**config.mk**
```make
export PLATFORM = sky130hd
export DESIGN_NAME = stopwatch_bcd
export DESIGN_NICKNAME = d
export VERILOG_FILES = /design/src/rtl/stopwatch_bcd.sv
export SDC_FILE = /design/constraint.sdc
export NUM_CORES = 1
export LEC_CHECK = 0
export BUFFER_PORTS_ARGS = -buffer_cell sky130_fd_sc_hd__buf_2
export CAP_MARGIN = 20
export CORE_ASPECT_RATIO = 1.4
export CORE_MARGIN = 3
export CORE_UTILIZATION = 50
export CTS_CLUSTER_DIAMETER = 120
export DETAILED_ROUTE_END_ITERATION = 8
export PLACE_DENSITY = 0.8
export SETUP_SLACK_MARGIN = 0.3
export SYNTH_ARGS = -nofsm -noshare
export SYNTH_HDL_FRONTEND = slang
export SYNTH_SLANG_ARGS = --single-unit
```
**constraint.sdc**
```tcl
create_clock -name clock -period 2.05 [get_ports clock]
set_input_delay 0.205 -clock clock [delete_from_list [all_inputs] [get_ports clock]]
set_output_delay 0.205 -clock clock [all_outputs]
set_load 0.05 [all_outputs]
```
**src/rtl/stopwatch_bcd.sv**
```systemverilog
// M:SS.t stopwatch core: key synchronisers, debouncers, IDLE/RUN/PAUSE control and BCD count.
// Lap snapshot support is compiled in only when STOPWATCH_LAP_EN is defined.
module stopwatch_bcd #(
    parameter int DEBOUNCE_CYCLES = 100000,
    parameter int MAX_MINUTES     = 9
) (
    input  logic       clock,
    input  logic       reset,
    input  logic       tick,
    input  logic       key_start_n,
    input  logic       key_lap_n,
    output logic [3:0] digit0,
    output logic [3:0] digit1,
    output logic [3:0] digit2,
    output logic [3:0] digit3,
    output logic       running,
    output logic       lap_hold,
    output logic       wrapped
);
    localparam int CW = $clog2(DEBOUNCE_CYCLES);

    typedef enum logic [1:0] {IDLE, RUN, PAUSE} state_t;

    logic [1:0]    raw;
    logic [1:0]    sync1;
    logic [1:0]    sync2;
    logic [1:0]    armed;
    logic [1:0]    stable;
    logic [1:0]    press;
    logic [CW-1:0] cnt [2];

    logic start_ev;
    logic lap_ev;

    state_t state;
    state_t state_next;
    logic   clear_count;
    logic   advance;
    logic   at_max;

    logic [3:0] tenths;
    logic [3:0] units;
    logic [3:0] tens;
    logic [3:0] minutes;

    assign raw      = {key_lap_n, key_start_n};
    assign start_ev = press[0];
    assign lap_ev   = press[1];

    always_ff @(posedge clock) begin
        if (reset) begin
            sync1 <= '0;
            sync2 <= '0;
        end else begin
            sync1 <= raw;
            sync2 <= sync1;
        end
    end

    // A key is armed only once it has been seen released, so a key held through reset stays silent.
    always_ff @(posedge clock) begin
        for (int k = 0; k < 2; k++) begin
            if (reset) begin
                armed[k]  <= 1'b0;
                stable[k] <= 1'b1;
                cnt[k]    <= '0;
                press[k]  <= 1'b0;
            end else begin
                press[k] <= 1'b0;
                if (!armed[k]) begin
                    armed[k] <= sync2[k];
                    cnt[k]   <= '0;
                end else if (sync2[k] == stable[k]) begin
                    cnt[k] <= '0;
                end else if (cnt[k] == CW'(DEBOUNCE_CYCLES - 1)) begin
                    stable[k] <= sync2[k];
                    cnt[k]    <= '0;
                    press[k]  <= stable[k];
                end else begin
                    cnt[k] <= cnt[k] + CW'(1);
                end
            end
        end
    end

`ifdef STOPWATCH_LAP_EN
    logic       lap_q;
    logic       lap_next;
    logic       snap_load;
    logic [3:0] snap0;
    logic [3:0] snap1;
    logic [3:0] snap2;
    logic [3:0] snap3;
    assign lap_hold = lap_q;
`else
    assign lap_hold = 1'b0;
`endif

    always_ff @(posedge clock) begin
        if (reset) begin
            state <= IDLE;
`ifdef STOPWATCH_LAP_EN
            lap_q <= 1'b0;
`endif
        end else begin
            state <= state_next;
`ifdef STOPWATCH_LAP_EN
            lap_q <= lap_next;
`endif
        end
    end

    // Start always wins over a simultaneous lap event.
    always_comb begin
        state_next  = state;
        clear_count = 1'b0;
`ifdef STOPWATCH_LAP_EN
        lap_next    = lap_q;
        snap_load   = 1'b0;
`endif
        case (state)
            IDLE: begin
                if (start_ev) state_next = RUN;
            end
            RUN: begin
                if (start_ev) begin
                    state_next = PAUSE;
                end
`ifdef STOPWATCH_LAP_EN
                else if (lap_ev) begin
                    lap_next  = ~lap_q;
                    snap_load = ~lap_q;
                end
`endif
            end
            PAUSE: begin
                if (start_ev) begin
                    state_next = RUN;
                end else if (lap_ev) begin
`ifdef STOPWATCH_LAP_EN
                    if (lap_q) begin
                        lap_next = 1'b0;
                    end else begin
                        clear_count = 1'b1;
                        state_next  = IDLE;
                    end
`else
                    clear_count = 1'b1;
                    state_next  = IDLE;
`endif
                end
            end
            default: state_next = IDLE;
        endcase
    end

    assign running = (state == RUN);
    assign advance = (state == RUN) && tick;
    assign at_max  = (minutes == 4'(MAX_MINUTES)) && (tens == 4'd5) &&
                     (units == 4'd9) && (tenths == 4'd9);

    always_ff @(posedge clock) begin
        if (reset) begin
            tenths  <= '0;
            units   <= '0;
            tens    <= '0;
            minutes <= '0;
            wrapped <= 1'b0;
        end else begin
            wrapped <= 1'b0;
            if (clear_count) begin
                tenths  <= '0;
                units   <= '0;
                tens    <= '0;
                minutes <= '0;
            end else if (advance) begin
                wrapped <= at_max;
                if (tenths != 4'd9) begin
                    tenths <= tenths + 4'd1;
                end else begin
                    tenths <= '0;
                    if (units != 4'd9) begin
                        units <= units + 4'd1;
                    end else begin
                        units <= '0;
                        if (tens != 4'd5) begin
                            tens <= tens + 4'd1;
                        end else begin
                            tens <= '0;
                            minutes <= (minutes == 4'(MAX_MINUTES)) ? 4'd0 : minutes + 4'd1;
                        end
                    end
                end
            end
        end
    end

`ifdef STOPWATCH_LAP_EN
    // Snapshot captures the count as it stood before this cycle's increment.
    always_ff @(posedge clock) begin
        if (reset) begin
            snap0 <= '0;
            snap1 <= '0;
            snap2 <= '0;
            snap3 <= '0;
        end else if (snap_load) begin
            snap0 <= tenths;
            snap1 <= units;
            snap2 <= tens;
            snap3 <= minutes;
        end
    end

    assign digit0 = lap_q ? snap0 : tenths;
    assign digit1 = lap_q ? snap1 : units;
    assign digit2 = lap_q ? snap2 : tens;
    assign digit3 = lap_q ? snap3 : minutes;
`else
    assign digit0 = tenths;
    assign digit1 = units;
    assign digit2 = tens;
    assign digit3 = minutes;
`endif
endmodule

```
==> impl_metrics.json <==
{
  "rsz0062_at_grt": "yes",
  "dr_total_vias": 2532,
  "worst_pin_slew_ps": 531,
  "diodes": 0,
  "synth_edf_count": 34,
  "critPathRequiredTime_ps": 2130,
  "run_status": "completed",
  "hold_viol_final": 0,
  "powerDensity_nw_per_um2": 669,
  "drcViolationCount": 0,
  "fin_worst_skew_ps": 10.1,
  "area_delta_synth_final_pct": 24.1,
  "cts.sinks": 63,
  "intPower_mw": 2.03,
  "final_cell_mix": "conb_1, edfxtp_1, nor2_1, xor2_1",
  "dpl_cell_area_sq_um": 3520,
  "cts_tree": "done",
  "grt_overflow": 0,
  "arrival_ps": 2100,
  "clk_path_buf_depth": 2,
  "leakagePower_nw": 1.46,
  "clk_pin_slew_worst_paths_ps": 70,
  "vdd_drop_max_uv": 454,
  "die-area_sq_um": 7310,
  "yosysSeqAreaShare": 0.508,
  "ys_warn_count": 0,
  "synth_cells": 318,
  "num_rows": 33,
  "pre_cts_slack_ps": 15.5,
  "ys.flop_type": "edfxtp_1",
  "power.switching_uw": 589,
  "fillerInstances": 466,
  "synth_top_cell_area_share": 0.324,
  "drtPass1Iterations": 4,
  "cts-buffers-inserted": 9,
  "slew-limit-headroom": 0.645,
  "initial_core_util": 0.527,
  "cts_hold_buf": 0,
  "setup-tns-final_ps": 0,
  "crit_path_end_kind": "register",
  "grt_pass1_vias": 2384,
  "timing_worst_setup_path_type": "reg -> reg",
  "clk_latency_ps": 340,
  "power_frac_seq": 0.533,
  "finalCritPeriodShare": 0.984,
  "wirelength_um": 6280,
  "cap_violations": 0,
  "place_hpwl_um": 4140,
  "fin_area_sq_um": 3910,
  "ys_types": 51,
  "port_buffers": 22,
  "period_needed_ps": 2020,
  "final_common_cell": "conb_1",
  "cp_max_fo": 8,
  "setup_ws_ps": 32.5,
  "ys_ff_latch": 63,
  "drtIter0Drc": 153,
  "cts_max_level": 3,
  "cts_root_buf": "clkbuf_8",
  "design.core.area_sq_um": 5990,
  "fp.dieH_um": 100,
  "synth_area_per_cell_sq_um": 9.92,
  "wl_per_cell_um": 13.4,
  "grt_pass1_wl_um": 10600,
  "p_sw_frac": 0.225,
  "synth_area_leaders": "edfxtp_1, dfxtp_1, xor2_1, nor2_1, nand4_1",
  "power_frac_clock": 0.421,
  "start_kind": "register",
  "synth_area_sq_um": 3150,
  "synth-async-reset-ratio": 0,
  "slew_violations": 0,
  "hp-class": "in -> reg",
  "antenna_found_initial": 0,
  "grt_usage": 0.186,
  "setup_viol_count_final": 0,
  "nets": 400,
  "p_comb_frac": 0.047,
  "drive_above_1_share": 0.246,
  "antenna_left": 0,
  "fmax_mhz": 496,
  "gp_congestion": 0.799,
  "vias_per_cell": 5.41,
  "die_width_um": 73.1,
  "yosysTopAreaCell": "edfxtp_1",
  "grt_max_degree": 17,
  "io_pins": 24
}
## power groups by stage
stage	logic, mW	registers [mW]	clock network [mW]
after floorplan	0.0767	1.41	0
after global placement	0.0992	1.42	0
after detailed placement	0.101	1.42	0
after CTS	0.109	1.39	1.12
after global routing	0.136	1.40	1.17
final	0.122	1.39	1.10
## layer usage
layer / global-route usage / up-vias / part of all wire
li1: - / 1272 / -
met1: 0.217 / 1197 / 0.42
met5: 0 / - / 0
met3: 0.0481 / 14 / 0.031
met4: 0.0795 / 0 / 0.020
met2: 0.318 / 49 / 0.53
## cells in the mapped netlist, types with 3 or more instances
library cell  count
a21oi_1          17
and2_1            4
and3_1            4
and4_1            4
clkbuf_1          9
dfxtp_1          29
edfxtp_1         34
inv_1             9
nand2_1          22
nand3_1          12
nand4_1          14
nor2_1           40
nor2b_1          11
nor3_1            5
nor3b_1           4
nor4_1            4
nor4b_1           3
o21ai_0          13
or3_1            10
xnor2_1           7
xor2_1           24
## worst paths after layout
kind / start / end / slack, ps / depth (start not counted)
max reg2reg: cnt[1][5] / cnt[1][14] / 30 / 4
max: cnt[1][5] / cnt[1][14] / 30 / 4
min: key_start_n / sync1[0] / 80 / 2
min reg2reg: sync1[1] / sync2[1] / 430 / 1
## area by class of cell
cell class              instances  area (sq um)  share of cell area
repair buffers                 43           275              0.0703
clock inverters                 3          20.0             0.00512
multi-input cells             267          1690               0.431
well taps                      70          87.6              0.0224
flip-flops and latches         63          1620               0.413
clock buffers                  13           191              0.0489
inverters                       9          33.8             0.00863
## through the flow
stage / power [mW] / instances / utilization / hold WS, ps
6_report: 2.62 / 468 / 0.654 / 76.4
5_1_grt: 2.71 / 468 / 0.654 / 83.1
4_1_cts: 2.62 / 462 / 0.635 / 66.4
3_5_place_dp: 1.52 / 442 / 0.589 / 420
3_3_place_gp: 1.51 / 442 / 0.589 / 417
2_1_floorplan: 1.49 / 351 / - / 333
## logic make-up (layout without fill, tap and decap cells)
kind of cell             count (synthesis)  after routing  share of synthesized area
flip-flops                              63             63                      0.508
other                                    2             35                    0.00238
multiplexers                             2              2                    0.00635
AND/OR/NAND/NOR                        156            157                      0.283
AO/OA/AOI/OAI                           40             40                     0.0746
buffers and inverters                   22             68                     0.0317
XOR/XNOR                                31             31                     0.0861
adder cells (fa/ha/maj)                  2              2                    0.00794
## sequential cells by signal (all words and copies together), names as in the netlist
| register | count |
|---|---|
| sync1 | 2 |
| stable | 2 |
| armed | 2 |
| state | 2 |
| cnt | 34 |
| digit3 | 4 |
| sync2 | 2 |
| digit1 | 4 |
| digit2 | 4 |
| press | 2 |
| digit0 | 4 |
| wrapped | 1 |
## critical path, cell delays in order (launching register included)
cell	delay (ps)
edfxtp_1	390
or4_4	540
or4_4	590
nand4_4	180
a21oi_1	70
## what timing repair did
| item | in CTS | in global routing |
|---|---|---|
| buffers inserted | 3 | 6 |
| cloned | 1 | 0 |
| endpoints found under the setup margin | 37 | 35 |
| pin swaps | 2 | 10 |
| resized for setup | 8 | 18 |
No activity file was read; power rests on OpenSTA's default activity.
